$ cat config.mk
export PLATFORM = sky130hd
export DESIGN_NAME = framer
export DESIGN_NICKNAME = d
export VERILOG_FILES = /design/src/rtl/framing_pkg.sv /design/src/rtl/framer_packer.sv /design/src/rtl/framer.sv
export SDC_FILE = /design/constraint.sdc
export NUM_CORES = 1
export LEC_CHECK = 0
export BUFFER_PORTS_ARGS = -buffer_cell sky130_fd_sc_hd__buf_2
export CAP_MARGIN = 20
export CORE_MARGIN = 4
export CORE_UTILIZATION = 55
export CTS_BUF_LIST = sky130_fd_sc_hd__clkbuf_8
export DETAILED_ROUTE_END_ITERATION = 10
export PLACE_DENSITY = 0.76
export REMOVE_ABC_BUFFERS = 1
export SYNTH_ARGS = -nofsm -noshare
export SYNTH_HDL_FRONTEND = slang
export SYNTH_SLANG_ARGS = --single-unit
$ cat constraint.sdc
create_clock -name clk_i -period 3.7 [get_ports clk_i]
set_input_delay 0.555 -clock clk_i [delete_from_list [all_inputs] [get_ports clk_i]]
set_output_delay 0.555 -clock clk_i [all_outputs]
set_load 0.05 [all_outputs]
$ cat src/rtl/framing_pkg.sv
// Shared framing constants and state encoding for the framer and deframer.
// Both ends must agree on the header bytes for the link to synchronise.
package framing_pkg;

   localparam logic [7:0] HEADER_BYTE0 = 8'hA5;
   localparam logic [7:0] HEADER_BYTE1 = 8'h5A;

   typedef enum logic [1:0] {
      Idle,
      Hdr0,
      Hdr1,
      Payload
   } framer_state_e;

endpackage

$ cat src/rtl/framer_packer.sv
// Packs PackedNum narrow elements LSB-first into one output word.
// A full word drains and a new element refills it in the same cycle.
module framer_packer #(
   parameter int unsigned UnpackedWidth = 1,
   parameter int unsigned PackedNum     = 8
) (
   input  logic                               clk_i,
   input  logic                               rst_ni,
   input  logic                               en_i,
   input  logic                               valid_i,
   input  logic [UnpackedWidth-1:0]           unpacked_i,
   input  logic                               ready_i,
   input  logic                               last_byte_i,
   output logic                               ready_o,
   output logic                               full_o,
   output logic                               out_fire_o,
   output logic [UnpackedWidth*PackedNum-1:0] pack_o
);

   localparam int unsigned PackedWidth = UnpackedWidth * PackedNum;
   localparam int unsigned CntW        = $clog2(PackedNum + 1);

   logic [CntW-1:0]        cnt_q, cnt_d;
   logic [PackedWidth-1:0] pack_q, pack_d;
   logic                   in_fire;

   assign full_o     = (cnt_q == CntW'(PackedNum));
   assign out_fire_o = en_i && full_o && ready_i;
   // The last byte of a packet must not pull in an element of the next packet.
   assign ready_o    = en_i && (!full_o || (ready_i && !last_byte_i));
   assign in_fire    = valid_i && ready_o;
   assign pack_o     = pack_q;

   always_comb begin
      cnt_d  = cnt_q;
      pack_d = pack_q;
      if (out_fire_o) begin
         cnt_d  = '0;
         pack_d = '0;
      end
      if (in_fire) begin
         for (int k = 0; k < PackedNum; k++) begin
            if (cnt_d == CntW'(k)) begin
               pack_d[k*UnpackedWidth +: UnpackedWidth] = unpacked_i;
            end
         end
         cnt_d = cnt_d + 1'b1;
      end
   end

   always_ff @(posedge clk_i or negedge rst_ni) begin
      if (!rst_ni) begin
         cnt_q  <= '0;
         pack_q <= '0;
      end else begin
         cnt_q  <= cnt_d;
         pack_q <= pack_d;
      end
   end

endmodule

$ cat src/rtl/framer.sv
// Packet framer: two header bytes followed by a fixed number of packed payload bytes.
//
//   state   | meaning
//   --------+-------------------------------------------------------
//   Idle    | no packet in flight; leave on first pending element
//   Hdr0    | presenting first header byte
//   Hdr1    | presenting second header byte
//   Payload | packing elements and emitting payload bytes
module framer
   import framing_pkg::*;
#(
   parameter int unsigned UnpackedWidth  = 1,
   parameter int unsigned PackedNum      = 8,
   parameter int unsigned PacketLenBytes = 1024,
   parameter logic [UnpackedWidth*PackedNum-1:0] HeaderByte0 = HEADER_BYTE0,
   parameter logic [UnpackedWidth*PackedNum-1:0] HeaderByte1 = HEADER_BYTE1
) (
   input  logic                               clk_i,
   input  logic                               rst_ni,
   input  logic                               valid_i,
   output logic                               ready_o,
   input  logic [UnpackedWidth-1:0]           unpacked_i,
   output logic                               valid_o,
   input  logic                               ready_i,
   output logic [UnpackedWidth*PackedNum-1:0] data_o,
   output logic                               frame_done_o
);

   localparam int unsigned PackedWidth = UnpackedWidth * PackedNum;
   localparam int unsigned ByteCntW    = $clog2(PacketLenBytes);

   framer_state_e state_q, state_d;
   logic [ByteCntW-1:0]    byte_cnt_q;
   logic                   frame_done_q;
   logic                   last_byte;
   logic                   in_payload;
   logic                   pk_ready;
   logic                   pk_full;
   logic                   pk_out_fire;
   logic [PackedWidth-1:0] pk_data;

   assign in_payload = (state_q == Payload);
   assign last_byte  = (byte_cnt_q == ByteCntW'(PacketLenBytes - 1));

   framer_packer #(
      .UnpackedWidth (UnpackedWidth),
      .PackedNum     (PackedNum)
   ) u_packer (
      .clk_i       (clk_i),
      .rst_ni      (rst_ni),
      .en_i        (in_payload),
      .valid_i     (valid_i),
      .unpacked_i  (unpacked_i),
      .ready_i     (ready_i),
      .last_byte_i (last_byte),
      .ready_o     (pk_ready),
      .full_o      (pk_full),
      .out_fire_o  (pk_out_fire),
      .pack_o      (pk_data)
   );

   assign ready_o      = pk_ready;
   assign frame_done_o = frame_done_q;

   always_comb begin
      state_d = state_q;
      valid_o = 1'b0;
      data_o  = '0;
      unique case (state_q)
         Idle: begin
            if (valid_i) state_d = Hdr0;
         end
         Hdr0: begin
            valid_o = 1'b1;
            data_o  = HeaderByte0;
            if (ready_i) state_d = Hdr1;
         end
         Hdr1: begin
            valid_o = 1'b1;
            data_o  = HeaderByte1;
            if (ready_i) state_d = Payload;
         end
         Payload: begin
            valid_o = pk_full;
            data_o  = pk_data;
            if (pk_out_fire && last_byte) state_d = Idle;
         end
         default: state_d = Idle;
      endcase
   end

   always_ff @(posedge clk_i or negedge rst_ni) begin
      if (!rst_ni) begin
         state_q      <= Idle;
         byte_cnt_q   <= '0;
         frame_done_q <= 1'b0;
      end else begin
         state_q      <= state_d;
         frame_done_q <= pk_out_fire && last_byte;
         if (pk_out_fire) begin
            byte_cnt_q <= last_byte ? '0 : byte_cnt_q + 1'b1;
         end
      end
   end

endmodule

## After elaboration in Yosys (flattened, before gate mapping)

Cells that the tools add are included.

- Flip-flop bits (word level): 25
- Input bits: 5
- Output and inout port bits: 11

- $add $sub $neg: 2
- Equality and inequality tests: 16
- Muxes and demuxes: 20
- Reduce and logical (&&, ||, !) cells: 13

Operators with widths:

| operator | number |
|---|---|
| $pmux W8 S3 | 1 |
| $eq A4 B3 Y1 const B | 4 |
| $mux W8 | 2 |
| $add A10 B1 Y10 const B | 1 |
| $eq A10 B10 Y1 const B | 1 |
| $mux W10 | 1 |
| $eq A4 B2 Y1 const B | 2 |
| $mux W1 | 8 |
| $mux W2 | 4 |
| $mux W4 | 2 |
| $ne A2 B2 Y1 const B | 4 |
| $pmux W2 S4 | 1 |
| $logic_and A1 B1 Y1 | 6 |
| $add A4 B1 Y4 const B | 1 |
| $eq A2 B2 Y1 const B | 2 |
| $eq A4 B1 Y1 const B | 1 |
| $eq A4 B4 Y1 const B | 1 |
| $logic_not A4 Y1 | 1 |
| $reduce_and A4 Y1 | 1 |
| $eq A2 B1 Y1 const B | 1 |
| $logic_not A1 Y1 | 2 |
| $logic_not A2 Y1 | 1 |
| $pmux W1 S2 | 1 |
| $reduce_or A2 Y1 | 1 |
| $logic_or A1 B1 Y1 | 1 |

## Depth between registers and ports, before layout

Gate-level depths: netlist (run 1).

- Depth after elaboration: 7
- Mapped depth: 7
- Gate-level depth less buffers: 7

## Hierarchy

Synthesis (run 1) repeated with hierarchy kept, for this count alone.

- Cell total of the unflattened synthesis: 160
- Area, all modules: 1535.2 um^2

By module, submodules not included:

| module | instances | cells each | area an instance (um^2) | sequential area each (um^2) |
|---|---|---|---|---|
| framer | 1 | 87 | 798.3 | 325.3 |
| framer_packer | 1 | 73 | 737.0 | 300.3 |

## Worst setup path after synthesis (run 1)

Ideal clock, no wire load.

- Kind: register -> output
- Start point: register state_q[1]
- End point: output port ready_o
- Arrival time: 2.244 ns
- Required time: 3.145 ns
- Path slack: 0.901 ns
- Stages on the path, launching flop included: 5
- Path buffers: 2
- Cells stage by stage: dfrtp_1 ha_1 clkbuf_2 clkbuf_1 a21boi_0

- Cells in the longest elaborated chain, start to end: 2

RTL lines:

| element | RTL line | source |
|---|---|---|
| from (decl) | framer.sv:32 | `framer_state_e state_q, state_d;` |
| from (signal assigned) | framer.sv:94 | `state_q <= Idle;` |
| from (signal assigned) | framer.sv:98 | `state_q <= state_d;` |
| $eq A2 B2 Y1 | framer.sv:42 | `assign in_payload = (state_q == Payload);` |
| $logic_and A1 B1 Y1 | framer_packer.sv:30 | `assign ready_o = en_i && (!full_o \|\| (ready_i && !last_byte_i));` |
| to (decl) | framer.sv:21 | `output logic ready_o,` |

No other way between the ends.

## Worst setup path in the final report (run 1)

Ends and elaborated chain as after synthesis.

==> impl_results.md, run 1 <==
* Multi-input logic area at between 700 and 800 um2
* Placed insts at between 150 and 200
* Die ar. at about 3400 um2
* Worst VDD drop at roughly 0.65 mV
* GR peak layer: met2
* Worst path max stage delay at between 0.6 and 0.7 ns
* CP Max Fanout at 16
* Vias/cell at around 5.7
* Crit path capture type: output port
* Hold Fails Final Rpt at 0
* Reg area at around 630 um2
* Yosys warns at 0
* Area leader, netlist: dfrtp_1
* Slew Viols, Final at 0
* GR Util met1 at 0.260
* CP max-delay cell: ha_1
* Synth top area share at 0.450
* Synthesized flop and latch total at 25
* Final min period at 2.59 ns
* Routed vias at 1,108
* Routability congestion estimate at just under 0.8
* CORE AREA at around 2300 um2
* Fillers at about 190
* Resize count post-CTS at 0
* Initial Utilization at 0.605
* Fin cells at 194
* Clock-pin slew on the worst setup and hold paths at ~0.090 ns
* Synth Area per Inst at between 9 and 10 um2
* Power per cell area at slightly above 800 nW/um2
* Design Power at 0.00127 W
* Post-synth EDFFs at 0
* CTS tree: yes
* Synth async-reset ratio at 1.00
* Worst-path cell chain: ha_1 -> a21boi_0 -> buf_2
* Hold slack at about 0.25 ns
* Layout cells sized above 1 at 0.151
* Worst reg2reg path depth at 6
* Arr. time, crit path at between 2 and 2.5 ns
* Unrepaired setup endpoints after global routing: no
* ANT nets after route at 0
* IO Pins at 16
* Commonest register cell after synthesis: dfrtp_1
* Startpoint types: flop
* Post-CTS setup repair buffer count at 0
* R2R Path Start: state_q[1]
* Die height at roughly 58 um
* Static Leak at about 0.77 nW
* Setup Total Neg Slack at 0 ns
* R2r setup slk at 1.32 ns
* Worst slew pin tran at approximately 0.67 ns
* Cts hold-fix bufs at 0
* Critical Path RT at about 3.1 ns
* Netlist Area Pre-Place at approximately 1400 um2
* Clk buf depth at 2
* Max_slew headroom at 0.549
* Worst-skew pair later-pin latency at 0.27 ns
* Register area share after synthesis at 0.450
* Met3 GRT Util at 0.0334
* Post-synthesis cell count at 150
* Congestion Overflow GR at 0
* Die X-Extent at just under 60 um
* Fmax at approximately 390 MHz
* TritonCTS Buffers at 3
* Max cap viols at 0
* WP depth at 3
* Row count at 17
* Residual DRC at 0
* Placed wire-length estimate at 2210 um
* Status: complete, no violations
* WP buf/inv at 1
* N_diodes at 0
* Synth top cells by count: 32 x nand2_1, 25 x dfrtp_1, 23 x nand3_1
* Root buf cell: clkbuf_8
* Largest net degree at the start of global routing at 26
* Post-Route WL at roughly 2900 um
* Clk sink count at 25
* 1st-pass router iterations at 4
* DRT iter0 DRCs at 42
* Crit. Startpoint: state_q[1]
* Hold crit path type: in -> async
* Vias in the first global route at 1,114
* First-pass GRT wire length at about 5000 um
* Cell area after layout at roughly 1500 um2
* Cell Area, Placed at approximately 1500 um2
* Unique masters post-synth at 29
* Wire length per cell at approximately 15 um
* GRT Resource Usage Total at 0.196
* Fin crit share at 0.700
* Most frequent cell after synthesis: nand2_1
* Clock Skew at around 0.0065 ns
* PortBufs at 15
* Top area cells in the synthesized netlist: dfrtp_1 45%, nand2_1 8.6%, nand3_1 8.3%, ha_1 8.1%, xnor2_1 3.8%
* H-tree depth at 1
* Critical path type: reg -> out
* Nets@finish at around 180
* Met2 Use GR at 0.317
* Cell family with most CP delay: adder cells
* Setup violations, final at 0
* Area grow syn2layout at 10.4%
* Initial antenna violation count at 0
[registers in the layout, indices dropped and copies added, names as in the netlist]
| name | count |
|---|---|
| state_q | 2 |
| u_packer.pack_o | 8 |
| byte_cnt_q | 10 |
| frame_done_o | 1 |
| u_packer.cnt_q | 4 |
[layout make-up]
class                   instances  share of cell area
multi-input cells             116               0.476
flip-flops and latches         25               0.408
repair buffers                 15              0.0489
clock buffers                   3              0.0269
well taps                      28              0.0228
inverters                       6              0.0147
clock inverters                 1             0.00326
[per-stage QoR]
step	setup WS, ns	util
detailed placement	1.46	0.648
finish	1.11	0.668
global placement	1.57	0.648
global route	1.04	0.668
floorplan	1.03	-
CTS	1.19	0.668
[logic make-up (layout without fill, tap and decap cells)]
logic type | after synthesis | in the layout | synth area share
xor gates and xnor gates | 8 | 8 | 0.0504
AOI/OAI and AO/OA | 17 | 17 | 0.0873
and+or+nand+nor | 76 | 76 | 0.259
DFF | 25 | 25 | 0.450
buffers and inverters | 9 | 25 | 0.0252
muxes | 6 | 6 | 0.0468
adders and majority gates | 9 | 9 | 0.0810
[cells in the final DEF (no fill, tap or decap)]
cell type,instances
buf_2,15
a21oi_2,1
dfrtp_1,25
inv_1,6
clkinv_2,1
nor3_1,1
xnor2_1,6
ha_1,9
nand3_4,1
nand3b_1,2
or3_1,2
o21ai_0,7
o41ai_2,1
nor2_1,9
and3_1,1
nand2_1,32
mux2i_1,5
a21boi_0,1
nor4_1,2
and3b_2,1
o31ai_1,2
o221ai_2,1
mux2_4,1
a21oi_1,2
xor2_1,2
o21ai_1,1
nand3_1,23
o2111ai_1,1
nand4_1,2
clkbuf_8,3
[per-layer routing]
metal / share of wire / vias up / wire, um
li1: - / 550 / -
met1: 0.47 / 528 / 1370
met5: 0 / - / 0
met4: 0.015 / 0 / 44
met3: 0.044 / 5 / 129
met2: 0.47 / 25 / 1370
[power breakdown]
| part | internal (W) | switching [W] |
|---|---|---|
| Sequential | 0.000348 | 0.0000815 |
| Clock | 0.0000753 | 0.0000843 |
| Combinational | 0.000197 | 0.000482 |
[path summary, 6_finish.rpt]
kind                                      endpoint
worst max-delay path                       ready_o
worst min-delay path                 byte_cnt_q[6]
worst max register to register       byte_cnt_q[9]
worst min register to register       byte_cnt_q[9]
max in group asynchronous       u_packer.pack_o[1]
min in group clk_i                   byte_cnt_q[9]
Note: power is estimated with default switching activity, not from simulation.
==> inputs of run 2 (changes only) <==
==> constraint.sdc (replaced) <==
create_clock -name clk_i -period 2.5 [get_ports clk_i]
set_input_delay 0.375 -clock clk_i [delete_from_list [all_inputs] [get_ports clk_i]]
set_output_delay 0.375 -clock clk_i [all_outputs]
set_load 0.05 [all_outputs]
==> run 2 against run 1 <==
Net effect: sequential share of layout area shrank 0.20 points; core utilization grew 0.33 points; sequential cell count unchanged; largest power group unchanged; via count decreased by 0.27%; critical path type unchanged; largest cell class unchanged; sequential power increased by 47%; routed wire length is 9.4% lower.
==> impl_results.md, run 2 (synthesized netlist as in run 1, its figures left out) <==
* Startpoint types: flop (unchanged)
* Crit path capture type: output port (unchanged)
* Wire length per cell at 13.5 um (was 15.0 um)
* Die ar. at 3400 um2 (unchanged)
* Largest register by flop count: byte_cnt_q (unchanged)
* Cell Area, Placed at 1500 um2 (was 1490 um2)
* Critical R2R Capture: state_q[1] (was byte_cnt_q[9])
* Most frequent cells in the layout: 32 x nand2_1, 25 x dfrtp_1, 23 x nand3_1 (unchanged)
* Clk buf depth at 2 (unchanged)
* Placed insts at 191 (was 190)
* Placed wire-length estimate at 2060 um (was 2210 um)
* Fin crit share at 0.877
* Worst-skew pair later-pin latency at 0.27 ns (about the same)
* Static Leak at 0.771 nW (was 0.766 nW)
* Hold Fails Final Rpt at 0 (unchanged)
* Design Power at 0.00187 W (was 0.00127 W)
* ANT nets after route at 0 (unchanged)
* Arr. time, crit path at 1.82 ns (was 2.03 ns)
* GRT Resource Usage Total at 0.178 (was 0.196)
* N_diodes at 0 (unchanged)
* Cell family with most CP delay: flip-flops (was adder cells)
* Nets@finish at 182 (was 181)
* Wl on met1 at 1280 um (was 1370 um)
* Power per cell area at 1210 nW/um2 (was 827 nW/um2)
* H-tree depth at 1 (unchanged)
* Congestion Overflow GR at 0 (unchanged)
* IO Pins at 16 (unchanged)
* Worst slew pin tran at 0.590 ns (was 0.670 ns)
* CP max-delay cell: dfrtp_1 (was ha_1)
* Routed vias at 1,105 (was 1,108)
* CTS tree: yes (unchanged)
* Layout cells sized above 1 at 0.156 (was 0.151)
* First-pass GRT wire length at 4690 um (was 5110 um)
* Area grow syn2layout at 10.9% (was 10.4%)
* Setup violations, final at 0 (unchanged)
* Critical Path RT at 2.12 ns (was 3.14 ns)
* Vias in the first global route at 1,047 (was 1,114)
* Post-Route WL at 2640 um (was 2910 um)
* Setup Total Neg Slack at 0 ns (unchanged)
* CP Max Fanout at 9 (was 16)
* WL met2 at 1190 um (was 1370 um)
* Post-CTS setup repair buffer count at 0 (unchanged)
* Final min period at around 2.2 ns
* Max_slew headroom at 0.603 (was 0.549)
* Fmax at between 400 and 500 MHz
* Initial Utilization at 0.605 (unchanged)
* Cts hold-fix bufs at 0 (unchanged)
* Hold crit path type: in -> async (unchanged)
* Worst reg2reg path depth at 7 (was 6)
* Routability congestion estimate at 0.838 (was 0.792)
* CORE AREA at 2300 um2 (unchanged)
* Worst VDD drop at 0.991 mV (was 0.646 mV)
* Cell area after layout at 1540 um2 (was 1530 um2)
* Clock Skew at 0.00717 ns (was 0.00648 ns)
* Initial antenna violation count at 0 (unchanged)
* Die height at 58.3 um (unchanged)
* Metal3 WL at 117 um (was 129 um)
* Root buf cell: clkbuf_8 (unchanged)
* Row count at 17 (unchanged)
* Status: complete, no violations (unchanged)
* R2r setup slk at 0.38 ns (was 1.32 ns)
* Clock-pin slew on the worst setup and hold paths at 0.09 ns (about the same)
* PortBufs at 15 (unchanged)
* Vias/cell at 5.67 (was 5.71)
* Resize count post-CTS at 0 (unchanged)
* Critical path type: reg -> out (unchanged)
* Unrepaired setup endpoints after global routing: no (unchanged)
* Slew Viols, Final at 0 (unchanged)
* Worst-path cell chain: ha_1 -> buf_4 -> nand3_1 -> nand2_1 -> buf_2 (was ha_1 -> a21boi_0 -> buf_2)
* Worst path max stage delay at 0.50 ns (was 0.61 ns)
* Clk sink count at 25 (unchanged)
* Largest net degree at the start of global routing at 26 (unchanged)
* 1st-pass router iterations at 4 (unchanged)
* Residual DRC at 0 (unchanged)
* Max cap viols at 0 (unchanged)
* DRT iter0 DRCs at 46 (was 42)
* R2R Path Start: u_packer.cnt_q[1] (was state_q[1])
* Commonest non-fill, non-tap cell in the layout: nand2_1 (unchanged)
* Number of flip-flops in the largest register at 10 (unchanged)
* WP buf/inv at 2 (was 1)
* Fin cells at 195 (was 194)
* TritonCTS Buffers at 3 (unchanged)
* Top routing layer in use: met4 (unchanged)
* Die X-Extent at 58.3 um (unchanged)
-- run 2: per-stage QoR --
stage	hold WS, ns	utilization	worst slack [ns]
after floorplan	0.0794	-	0.00865
after global placement	0.379	0.651	0.496
after detailed placement	0.386	0.651	0.407
after CTS	0.0951	0.671	0.306
after global routing	0.115	0.671	0.116
final	0.0789	0.671	0.308
-- run 2: layout make-up --
| class | count | area [um2] |
|---|---|---|
| Fill cell | 183 | 756 |
| Clock inverter | 1 | 5.00 |
| Multi-Input combinational cell | 116 | 729 |
| Inverter | 6 | 22.5 |
| Clock buffer | 3 | 41.3 |
| Tap cell | 28 | 35.0 |
| Timing Repair Buffer | 16 | 82.6 |
| Sequential cell | 25 | 626 |
-- run 2: metal layers --
metal	GRT usage	vias up
met4	0.0662	0
met2	0.278	25
met5	0	-
met1	0.241	524
met3	0.0379	6
li1	-	550
-- run 2: worst max path at each step --
stage / start / endpoint / slack (ns) / cells after the start
after floorplan: state_q[1] / ready_o / 0.009 / 2
after global placement: u_packer.cnt_q[0] / state_q[1] / 0.50 / 7
after detailed placement: u_packer.cnt_q[1] / state_q[1] / 0.41 / 7
after CTS: state_q[1] / data_o[2] / 0.31 / 5
after global routing: state_q[1] / data_o[7] / 0.12 / 5
final: state_q[1] / data_o[1] / 0.31 / 5
-- run 2: where the power goes --
group | total, W | switching [W] | internal (W)
combinational | 0.00100 | 0.000703 | 0.000299
clock | 0.000234 | 0.000122 | 0.000111
sequential | 0.000632 | 0.000117 | 0.000515
total | 0.00187 | 0.000942 | 0.000925
